===== src/rtl/instruction_fetch.sv =====
// instruction_fetch: PC register, in-order imem requests, instruction buffer, redirect flush.
// Optional FETCH_PERF_EN adds a delivered-instruction counter (fetch_count/clear_count).
module instruction_fetch #(
  parameter int                ADDR_W   = 64,
  parameter logic [ADDR_W-1:0] RESET_PC = '0,
  parameter int                DEPTH    = 2
) (
  input  logic              clk,
  input  logic              rst_n,
  output logic              imem_req_valid,
  input  logic              imem_req_ready,
  output logic [ADDR_W-1:0] imem_req_addr,
  input  logic              imem_rsp_valid,
  input  logic [31:0]       imem_rsp_data,
  output logic              inst_valid,
  input  logic              inst_ready,
  output logic [31:0]       inst,
  output logic [ADDR_W-1:0] inst_pc,
`ifdef FETCH_PERF_EN
  output logic [31:0]       fetch_count,
  input  logic              clear_count,
`endif
  input  logic              redirect_valid,
  input  logic [ADDR_W-1:0] redirect_pc
);

  localparam int PW = (DEPTH > 1) ? $clog2(DEPTH) : 1;
  localparam int CW = PW + 1;
  localparam int SW = CW + 2;

  typedef enum logic [1:0] {
    BOOT  = 2'd0,
    RUN   = 2'd1,
    FLUSH = 2'd2
  } state_e;

  state_e            state_q, state_d;
  logic [ADDR_W-1:0] pc_q, pc_d;
  logic [ADDR_W-1:0] rsp_pc_q, rsp_pc_d;
  logic [CW-1:0]     out_cnt_q, out_cnt_d;
  logic [CW-1:0]     drop_cnt_q, drop_cnt_d;
  logic [CW-1:0]     buf_cnt_q, buf_cnt_d;
  logic [PW-1:0]     wr_ptr_q, wr_ptr_d;
  logic [PW-1:0]     rd_ptr_q, rd_ptr_d;
  logic [31:0]       buf_inst_q [DEPTH];
  logic [ADDR_W-1:0] buf_pc_q [DEPTH];
  logic [SW-1:0]     credit_used;
  logic              req_fire;
  logic              rsp_drop;
  logic              rsp_push;
  logic              rsp_live;
  logic              pop;

  assign inst_valid = (buf_cnt_q != '0);
  assign inst       = inst_valid ? buf_inst_q[rd_ptr_q] : '0;
  assign inst_pc    = inst_valid ? buf_pc_q[rd_ptr_q] : '0;
  assign pop        = inst_valid & inst_ready;

  // Credit check, handshake decode, redirect flush and FSM next state.
  always_comb begin
    state_d    = state_q;
    pc_d       = pc_q;
    rsp_pc_d   = rsp_pc_q;
    out_cnt_d  = out_cnt_q;
    drop_cnt_d = drop_cnt_q;
    buf_cnt_d  = buf_cnt_q;
    wr_ptr_d   = wr_ptr_q;
    rd_ptr_d   = rd_ptr_q;

    credit_used = SW'(out_cnt_q) + SW'(drop_cnt_q)
                + SW'(buf_cnt_q);
    imem_req_valid = (state_q != BOOT)
                   && (credit_used < SW'(DEPTH));
    imem_req_addr  = pc_q;
    req_fire = imem_req_valid & imem_req_ready;
    rsp_drop = imem_rsp_valid & (drop_cnt_q != '0);
    rsp_push = imem_rsp_valid & (drop_cnt_q == '0)
             & (out_cnt_q != '0);
    rsp_live = rsp_drop | rsp_push;

    if (redirect_valid) begin
      pc_d       = redirect_pc & ~ADDR_W'(3);
      rsp_pc_d   = redirect_pc & ~ADDR_W'(3);
      drop_cnt_d = drop_cnt_q + out_cnt_q
                 + CW'(req_fire) - CW'(rsp_live);
      out_cnt_d  = '0;
      buf_cnt_d  = '0;
      wr_ptr_d   = '0;
      rd_ptr_d   = '0;
    end else begin
      if (req_fire) pc_d = pc_q + ADDR_W'(4);
      if (rsp_push) rsp_pc_d = rsp_pc_q + ADDR_W'(4);
      out_cnt_d  = out_cnt_q + CW'(req_fire)
                 - CW'(rsp_push);
      drop_cnt_d = drop_cnt_q - CW'(rsp_drop);
      buf_cnt_d  = buf_cnt_q + CW'(rsp_push) - CW'(pop);
      wr_ptr_d   = wr_ptr_q + PW'(rsp_push);
      rd_ptr_d   = rd_ptr_q + PW'(pop);
    end

    unique case (state_q)
      BOOT:  state_d = RUN;
      RUN: begin
        if (redirect_valid && drop_cnt_d != '0)
          state_d = FLUSH;
      end
      FLUSH: begin
        if (!redirect_valid && drop_cnt_d == '0)
          state_d = RUN;
      end
      default: state_d = BOOT;
    endcase
  end

  // FSM, PC and counter registers.
  always_ff @(posedge clk or negedge rst_n) begin
    if (!rst_n) begin
      state_q    <= BOOT;
      pc_q       <= RESET_PC;
      rsp_pc_q   <= RESET_PC;
      out_cnt_q  <= '0;
      drop_cnt_q <= '0;
      buf_cnt_q  <= '0;
      wr_ptr_q   <= '0;
      rd_ptr_q   <= '0;
    end else begin
      state_q    <= state_d;
      pc_q       <= pc_d;
      rsp_pc_q   <= rsp_pc_d;
      out_cnt_q  <= out_cnt_d;
      drop_cnt_q <= drop_cnt_d;
      buf_cnt_q  <= buf_cnt_d;
      wr_ptr_q   <= wr_ptr_d;
      rd_ptr_q   <= rd_ptr_d;
    end
  end

  // Buffer storage; a response is written only when kept and not flushed.
  always_ff @(posedge clk or negedge rst_n) begin
    if (!rst_n) begin
      for (int i = 0; i < DEPTH; i++) begin
        buf_inst_q[i] <= '0;
        buf_pc_q[i]   <= '0;
      end
    end else if (rsp_push && !redirect_valid) begin
      buf_inst_q[wr_ptr_q] <= imem_rsp_data;
      buf_pc_q[wr_ptr_q]   <= rsp_pc_q;
    end
  end

`ifdef FETCH_PERF_EN
  logic [31:0] fetch_count_q;

  // Delivered-instruction counter; clear wins over increment.
  always_ff @(posedge clk or negedge rst_n) begin
    if (!rst_n) begin
      fetch_count_q <= '0;
    end else if (clear_count) begin
      fetch_count_q <= '0;
    end else if (pop) begin
      fetch_count_q <= fetch_count_q + 32'd1;
    end
  end

  assign fetch_count = fetch_count_q;
`endif

endmodule


===== config.mk =====
export PLATFORM = sky130hd
export DESIGN_NAME = instruction_fetch
export DESIGN_NICKNAME = d
export VERILOG_FILES = /design/src/rtl/instruction_fetch.sv
export SDC_FILE = /design/constraint.sdc
export NUM_CORES = 1
export LEC_CHECK = 0
export CAP_MARGIN = 10
export CORE_MARGIN = 8
export CORE_UTILIZATION = 40
export CTS_CLUSTER_SIZE = 8
export DETAILED_ROUTE_END_ITERATION = 8
export GPL_TIMING_DRIVEN = 0
export SKIP_CTS_REPAIR_TIMING = 1
export SYNTH_ARGS = -nofsm -noshare
export SYNTH_HDL_FRONTEND = slang
export SYNTH_SLANG_ARGS = --single-unit

===== constraint.sdc =====
create_clock -name clk -period 3.9 [get_ports clk]
set_input_delay 0.78 -clock clk [delete_from_list [all_inputs] [get_ports clk]]
set_output_delay 0.78 -clock clk [all_outputs]
set_load 0.02 [all_outputs]

## Word-level counts from Yosys, hierarchy flattened

Cells that the tools add are included.
W data, S select, Z words.

| operators by class | value |
|---|---|
| add/subtract/negate cells | 14 |
| $lt $le $gt $ge | 4 |
| eq/ne operators | 4 |
| multiplexer cells | 26 |
| bitwise operators | 8 |
| reduce and logical (&&, ||, !) cells | 17 |

Operators with widths:

| kind | number |
|---|---|
| $mux W64 | 9 |
| $mux W32 | 5 |
| $add A64 B3 Y64 const B | 2 |
| $bwmux W128 | 1 |
| $bwmux W64 | 1 |
| $demux W64 S1 | 1 |
| $demux W32 S1 | 1 |
| $reduce_bool A2 Y1 | 7 |
| $mux W2 | 5 |
| $sub A2 B1 Y2 | 4 |
| $add A2 B1 Y2 | 3 |
| $logic_not A2 Y1 | 3 |
| $pmux W2 S3 | 1 |
| $and A1 B1 Y1 | 5 |
| $logic_and A1 B1 Y1 | 5 |
| $add A3 B2 Y4 | 1 |
| $ge A2 B2 Y1 const B | 2 |
| $lt A4 B2 Y1 const B | 1 |
| $ne A2 B2 Y1 const B | 2 |
| $not A1 Y2 | 2 |
| $add A2 B2 Y3 | 1 |
| $add A1 B1 Y1 | 2 |
| $add A2 B2 Y2 | 1 |
| $eq A2 B1 Y1 const B | 1 |
| other kinds (6) | 7 |

| word-level totals | value |
|---|---|
| bits in registers | 330 |
| input bits | 102 |
| output and inout port bits | 162 |
| logic and storage cells | 85 |

## Depth between registers and ports, before layout

Gate-level depths: netlist (run 1).

| depth | value |
|---|---|
| depth after elaboration | 12 |
| gate-level depth with buffers | 14 |
| mapped depth without buffers | 13 |

## Least setup slack after synthesis (run 1)

No wires, ideal clock.

| timing | value |
|---|---|
| path type | reg2reg |
| start | register drop_cnt_q[1] |
| end | register pc_q[49] (netlist: imem_req_addr[49]) |
| setup time | 104 ps |
| data arrival time | 3,251 ps |
| required time | 3,796 ps |
| setup slack | 545 ps |
| stages on the path, launching flop included | 12 |
| buffers on the path | 2 |
| clock period less this slack | 3,355 ps |
| cells stage by stage | dfrtp_1 > buf_6 > inv_1 > fa_1 > inv_1 > ha_1 > or3b_2 > nor4_1 > and4_1 > clkbuf_1 > mux2_2 > a221oi_1 |

| between the ends | value |
|---|---|
| word-level cells in the longest chain between the ends | 6 |

RTL lines:

| what | line | source |
|---|---|---|
| start: declaration | 41 | `logic [CW-1:0] drop_cnt_q, drop_cnt_d;` |
| start signal: assignment | 131 | `drop_cnt_q <= drop_cnt_d;` |
| $add A2 B2 Y3 | 70 | `credit_used = SW'(out_cnt_q) + SW'(drop_cnt_q)` |
| $add A3 B2 Y4 | 71 | `+ SW'(buf_cnt_q);` |
| $lt A4 B2 Y1 | 73 | `&& (credit_used < SW'(DEPTH));` |
| $logic_and A1 B1 Y1 | 73 |  |
| $and A1 B1 Y1 | 75 | `req_fire = imem_req_valid & imem_req_ready;` |
| $reduce_bool A2 Y1 (no source line) | -- |  |
| end signal: assignment | 128 | `pc_q <= pc_d;` |
| end: declaration | 38 | `logic [ADDR_W-1:0] pc_q, pc_d;` |

No other way between the ends.
A chain may end at the register's enable or synchronous reset.

## Final worst setup path (run 1)

| timing | value |
|---|---|
| start | register rd_ptr_q |
| end | output inst_pc[25] |

| between the ends | value |
|---|---|
| word-level cells in the longest chain between the ends | 5 |

RTL lines:

| what | line | source |
|---|---|---|
| start: declaration | 44 | `logic [PW-1:0] rd_ptr_q, rd_ptr_d;` |
| start signal: assignment | 134 | `rd_ptr_q <= rd_ptr_d;` |
| $not A1 Y2 (not written as such) | 56 | `assign inst_pc = inst_valid ? buf_pc_q[rd_ptr_q] : '0;` |
| $mux W64 (not written as such) (3 in a row) | 56 |  |
| $mux W64 | 56 |  |
| end: declaration | 18 | `output logic [ADDR_W-1:0] inst_pc,` |

No other way between the ends. The select of a mux whose other input is x is not followed.

==> flow_summary.toml, run 1 <==
[job]
drv_cap = 0

[global_route]
grt_start_max_net_pins = 123
first_global_vias = 13640
gr-total-overflow = 0
antenna_found_initial = 0
grt_pass1_wl_mm = 80.69
grt_use_total_pct = 21.55

[setup_path]
cp_max_fo = 10
max_stage_delay_ns = 0.58
critPathKind = "flop to primary output"
crit_slowest_cell = "clkdlybuf4s50_1"
worstPathRequired_ns = 3.12
worstPathCellList = "clkbuf_1, clkbuf_2, buf_2, mux2i_1, nor2_1, clkdlybuf4s50_1"
reg2reg_from = "drop_cnt_q[1]"
start_kind = "flop"
endpoint_kind = "primary output"
cp-startpoint = "rd_ptr_q"
worstPathArrival_ns = 2.96

[clocking]
h-tree-depth = 2
cts.sinks = 322
cts_buffer_depth = 3
cts_made_buffers = 46
clk_pin_slew_worst_paths_ns = 0.05
cts_tree = "built"
clkLatencyLatePin_ns = 0.57
cts_root_buf = "clkbuf_16"

[yosys]
syn_avg_cell_area_um2 = 10.92
synthTopCellsByArea = "dfrtp_1 49%, mux2_2 15%, mux2i_1 6.6%"
synth_edf_count = 0
async_flop_share_pct = 100.0
synth_top_cell_area_share_pct = 48.59
synth_cell_types = 62
ys_seq_area_share_pct = 48.59
yosys-top-cells-count = "322 x dfrtp_1, 221 x mux2_2, 171 x nor2_1, 109 x mux2i_1, 63 x nand2_1"
ys_ff_latch = 322
yosysWarnings = 0
syn_inst = 1518
synth_ff_type = "dfrtp_1"
yosysMostFrequentCell = "dfrtp_1"
yosysTopAreaCell = "dfrtp_1"
syn-cell-area_um2 = 16580

[worst_hold_path]
worstHoldPathType = "input port to async pin"

[die]
chipHeight_um = 219.6
start_util_pct = 40.52
rows = 74
io_pins = 264
core_um2 = 40920
die_width_um = 219.6
dieArea_um2 = 48230

[pwr]
combPwrFrac_pct = 29.6
ir_drop_uv = 285.1
power.switching_mw = 3.732
p_total_mw = 11.37
clockPowerShare_pct = 31.8
swShare_pct = 32.82
intPower_mw = 7.640
seq_power_share_pct = 38.6
p_leak_nw = 8.811
cellPowerDensity_nw_per_um2 = 537.1

[placement]
dpl_cell_area_um2 = 19880
place_ws_ns = -0.6120
port_buffers = 256
hpwl_mm = 39.17
gp_congestion = 0.9141
numPlacedInstances = 2311

[route]
avgRoutedWirePerCell_um = 22.12
ant_nets = 0
route.detailed.drc = 0
drt-vias-per-instance = 5.579
vias = 13200
wl_mm = 52.31
dr.pass1.iters = 8
first_iter_violations = 1091

[sta]
slew_headroom_pct = 21.38
fin_worst_skew_ns = 0.01963
rsz0062_at_grt = "no"
setup_viol = 0
slew_viol_final = 0
max_freq_mhz = 267.2
timing.final.crit_share_pct = 95.97
hold_violations = 0
timing.hold.ws_ns = 0.2432
tightest_slew_ns = 1.170
fin_ws_ns = 0.1572
period_needed_ns = 3.743

[status]
status = "finished, final reports clean"

[final_layout]
final_cells = 2365
layout-drive-gt1-share_pct = 17.18
area_delta_synth_final_pct = 27.66
final_nets = 1944
n_antenna_cell = 0
final_cell_area_um2 = 21170
==> cell usage in the layout (no fill, tap or decap), drive strengths merged, types with 42 or more instances in the layout <==
cell and instances:
clkbuf 116, clkdlybuf4s50 254, dfrtp 322, mux2 221
mux2i 109, nand2 63, nand3 42, nand4 55
nor2 171, nor4 48
==> worst max-delay path, delay by kind of cell (launching register included) <==
family                 cells  cell delay (ns)
buffers and inverters      4             1.61
DFF                        1             0.31
muxes                      1             0.39
and+or+nand+nor            1             0.07
==> final timing paths <==
| check | slack [ns] | end | cells past startpoint |
|---|---|---|---|
| setup / recovery | 0.16 | inst_pc[25] | 6 |
| hold / removal | 0.24 | imem_req_addr[10] | 1 |
| max in group asynchronous | 2.53 | buf_inst_q[42] | 2 |
| setup reg to reg | 0.23 | imem_req_addr[49] | 11 |
| hold reg to reg | 0.47 | buf_pc_q[25] | 2 |
| min in group clk | 0.47 | buf_pc_q[25] | 2 |
==> final cells by class <==
cell class                 instances  area, um2
multi-input combinational       1069       8031
fill                            3692      19750
buffer                            93      399.1
inverter                          37      138.9
clock inverter                     3      58.81
tap                              532      665.6
sequential                       322       8058
clock buffer                      49       1184
timing repair buffer             260       2635
==> power by group through the flow <==
| stage | clock, mW | combinational [mW] | sequential, mW |
|---|---|---|---|
| floorplan | 0 | 2.07 | 4.37 |
| global placement | 0 | 3.33 | 4.41 |
| detailed placement | 0 | 3.37 | 4.43 |
| CTS | 3.70 | 3.40 | 4.38 |
| global route | 3.84 | 3.67 | 4.48 |
| finish | 3.62 | 3.37 | 4.39 |
==> state kept, by name (all words and copies together) (netlist names) <==
signal         count
buf_cnt_q          2
buf_inst_q        64
buf_pc_q         124
drop_cnt_q         2
imem_req_addr     62
out_cnt_q          2
rd_ptr_q           1
rsp_pc_q          62
state_q            2
wr_ptr_q           1
==> metal layers <==
| layer | track usage (%) | up-vias | share of wire (%) |
|---|---|---|---|
| met4 | 6.562 | 0 | 2.2 |
| met5 | 0 | - | 0 |
| met1 | 30.13 | 6585 | 46 |
| met2 | 33.55 | 439 | 45 |
| met3 | 4.141 | 67 | 6.6 |
| li1 | - | 6104 | - |
==> kinds of logic after synthesis <==
logic type                 after synthesis  synth area share [%]
DFF                                    322                 48.59
buffers and inverters                  130                 3.184
muxes                                  330                 21.59
AOI/OAI and AO/OA                      130                 5.372
adders and majority gates               13                 1.071
and+or+nand+nor                        518                 16.27
other                                    1               0.02261
xor gates and xnor gates                74                 3.908
==> metrics by stage <==
step                utilization, %  setup TNS (ns)
finish                       51.73               0
global route                 51.73               0
CTS                          51.62          -25.42
detailed placement           48.58          -42.84
global placement             48.44        -3903.63
floorplan                        -               0
No activity file was read; power rests on OpenSTA's default activity.
==> run 2: changes to the inputs <==
--- a/config.mk
+++ b/config.mk
@@ -11,6 +11,7 @@
 export CTS_CLUSTER_SIZE = 8
 export DETAILED_ROUTE_END_ITERATION = 8
 export GPL_TIMING_DRIVEN = 0
+export REMOVE_ABC_BUFFERS = 1
 export SKIP_CTS_REPAIR_TIMING = 1
 export SYNTH_ARGS = -nofsm -noshare
 export SYNTH_HDL_FRONTEND = slang
==> run 2 against run 1 <==
Effect of this change:
- non-clock buffer count down 62
- setup slack improved by 0.047 ns
- clock power down 2%
- combinational power about the same
- hold slack got worse by 0.12 ns
- sequential power rose by 1%
- total power fell by 0.17%
- die area unchanged
- global-route usage down 1.2 points
- final cell count is 2.7% lower
- first-iteration DRC count down 22%
- sequential share of layout area fell by 0.11 points
- largest cell class is now multi-input combinational cells
==> flow_summary.toml, run 2 (synthesis gave the netlist of run 1 again) <==
[status]
status = "finished, final reports clean"

[route]
route.detailed.drc = 0
dr.pass1.iters = 5
avgRoutedWirePerCell_um = 21.86
first_iter_violations = 850
drt-vias-per-instance = 5.654
wl_mm = 50.33
vias = 13020
ant_nets = 0

[final_layout]
largest_register_ffs = 124
final_cell_area_um2 = 21240
final_cell_mix = "320 x dfrtp_1, 254 x clkdlybuf4s50_1, 221 x mux2_2"
ff_latch_area_um2 = 8063
layout-drive-gt1-share_pct = 18.64
multiInputGateArea_um2 = 8065
layout.cells.most_common = "dfrtp_1"
n_antenna_cell = 0
fillers = 3727
final_nets = 1883
final_cells = 2302
top_register = "buf_pc_q"
area_delta_synth_final_pct = 28.10
top_regs = "buf_pc_q x124, buf_inst_q x64"

[setup_path]
start_kind = "flop"
worstPathRequired_ns = 4.37
r2r_end = "imem_req_addr[49]"
cp.buffers_inverters = 3
reg2reg_depth = 10
endpoint_kind = "flop"
path_common_cell = "inv_1"
worst_path_dominant_cell_family = "simple AND/OR/NAND/NOR gates"
endpoint = "imem_req_addr[49]"
max_stage_delay_ns = 0.51
reg2reg_from = "drop_cnt_q[1]"
critPathKind = "flop to flop"
regToRegSetupSlack_ns = 0.20
cp-startpoint = "drop_cnt_q[1]"
crit_slowest_cell = "fa_1"
cp.depth = 10
worstPathCellList = "inv_1, fa_1, inv_1, ha_1, or3b_2, nor4_2, buf_2, and4_1, mux2_2, a221oi_1"
cp_max_fo = 8
worstPathArrival_ns = 4.17

[global_route]
grt_pass1_wl_mm = 77.31
grt_start_max_net_pins = 104
grt_use_total_pct = 20.38
gr-total-overflow = 0
antenna_found_initial = 1
first_global_vias = 13160

[job]
drv_cap = 0

[clocking]
h-tree-depth = 2
cts_root_buf = "clkbuf_16"
clk_pin_slew_worst_paths_ns = 0.05
clkLatencyLatePin_ns = 0.57
cts_tree = "built"
cts.sinks = 322
cts_buffer_depth = 3
cts_made_buffers = 46

[placement]
dpl_cell_area_um2 = 19950
numPlacedInstances = 2245
gp_congestion = 0.8232
hpwl_mm = 35.82
port_buffers = 257

[die]
start_util_pct = 40.52
rows = 74
die_width_um = 219.6
chipHeight_um = 219.6
io_pins = 264
dieArea_um2 = 48230
core_um2 = 40920

[sta]
timing.hold.ws_ns = 0.1202
timing.final.crit_share_pct = 94.76
slew_viol_final = 0
slew_headroom_pct = 14.12
fin_setup_tns_ns = 0
fin_worst_skew_ns = 0.02723
setup_viol = 0
max_freq_mhz = 270.6
tightest_slew_ns = 1.276
period_needed_ns = 3.696
rsz0062_at_grt = "no"
hold_violations = 0

[pwr]
p_leak_nw = 8.833
p_total_mw = 11.35
ir_drop_uv = 493.6
cellPowerDensity_nw_per_um2 = 534.4

[worst_hold_path]
worstHoldPathType = "input port to async pin"
-- run 2: changes by cell type in the layout (fill, tap and decap cells not counted), moves of 4 or more --
cell,previous run,this run
buf_2,9,3
buf_12,0,5
clkbuf_2,9,0
buf_4,4,8
buf_1,13,0
buf_16,2,8
clkbuf_1,60,0
buf_6,2,9
nor4_2,0,4
-- run 2: worst min-delay path by stage --
stage                             from            to  slack (ns)  depth (start not counted)
after floorplan           buf_pc_q[18]  buf_pc_q[18]        0.45                          2
after global placement    buf_pc_q[51]  buf_pc_q[51]        0.46                          2
after detailed placement  buf_pc_q[18]  buf_pc_q[18]        0.47                          2
after CTS                        rst_n  buf_pc_q[27]        0.12                          1
after global routing             rst_n  buf_pc_q[27]        0.12                          1
final                            rst_n  buf_pc_q[27]        0.12                          1
-- run 2: power by group --
part	switching [mW]	internal [mW]
Sequential	0.519	3.92
Clock	1.44	2.11
Combinational	1.75	1.61
-- run 2: final cells by class --
type / count / area share [%]
Sequential cell: 322 / 37.95
Inverter: 37 / 0.6773
Tap cell: 532 / 3.133
Timing Repair Buffer: 291 / 14.55
Multi-Input combinational cell: 1070 / 37.97
Clock inverter: 3 / 0.1767
Clock buffer: 47 / 5.537
-- run 2: metrics by stage --
step	util (%)	setup slack, ns
finish	51.91	0.2044
global route	51.91	0.001033
CTS	51.72	-0.3651
detailed placement	48.75	-0.3267
global placement	47.51	-13.92
floorplan	-	-4.745
-- run 2: routing by layer --
| metal | up-vias | GRT usage [%] | share of wire [%] |
|---|---|---|---|
| met5 | - | 0 | 0.026 |
| met4 | 2 | 7.534 | 3.4 |
| met3 | 100 | 4.868 | 6.1 |
| met2 | 373 | 32.53 | 47 |
| met1 | 6557 | 26.72 | 44 |
| li1 | 5984 | - | - |
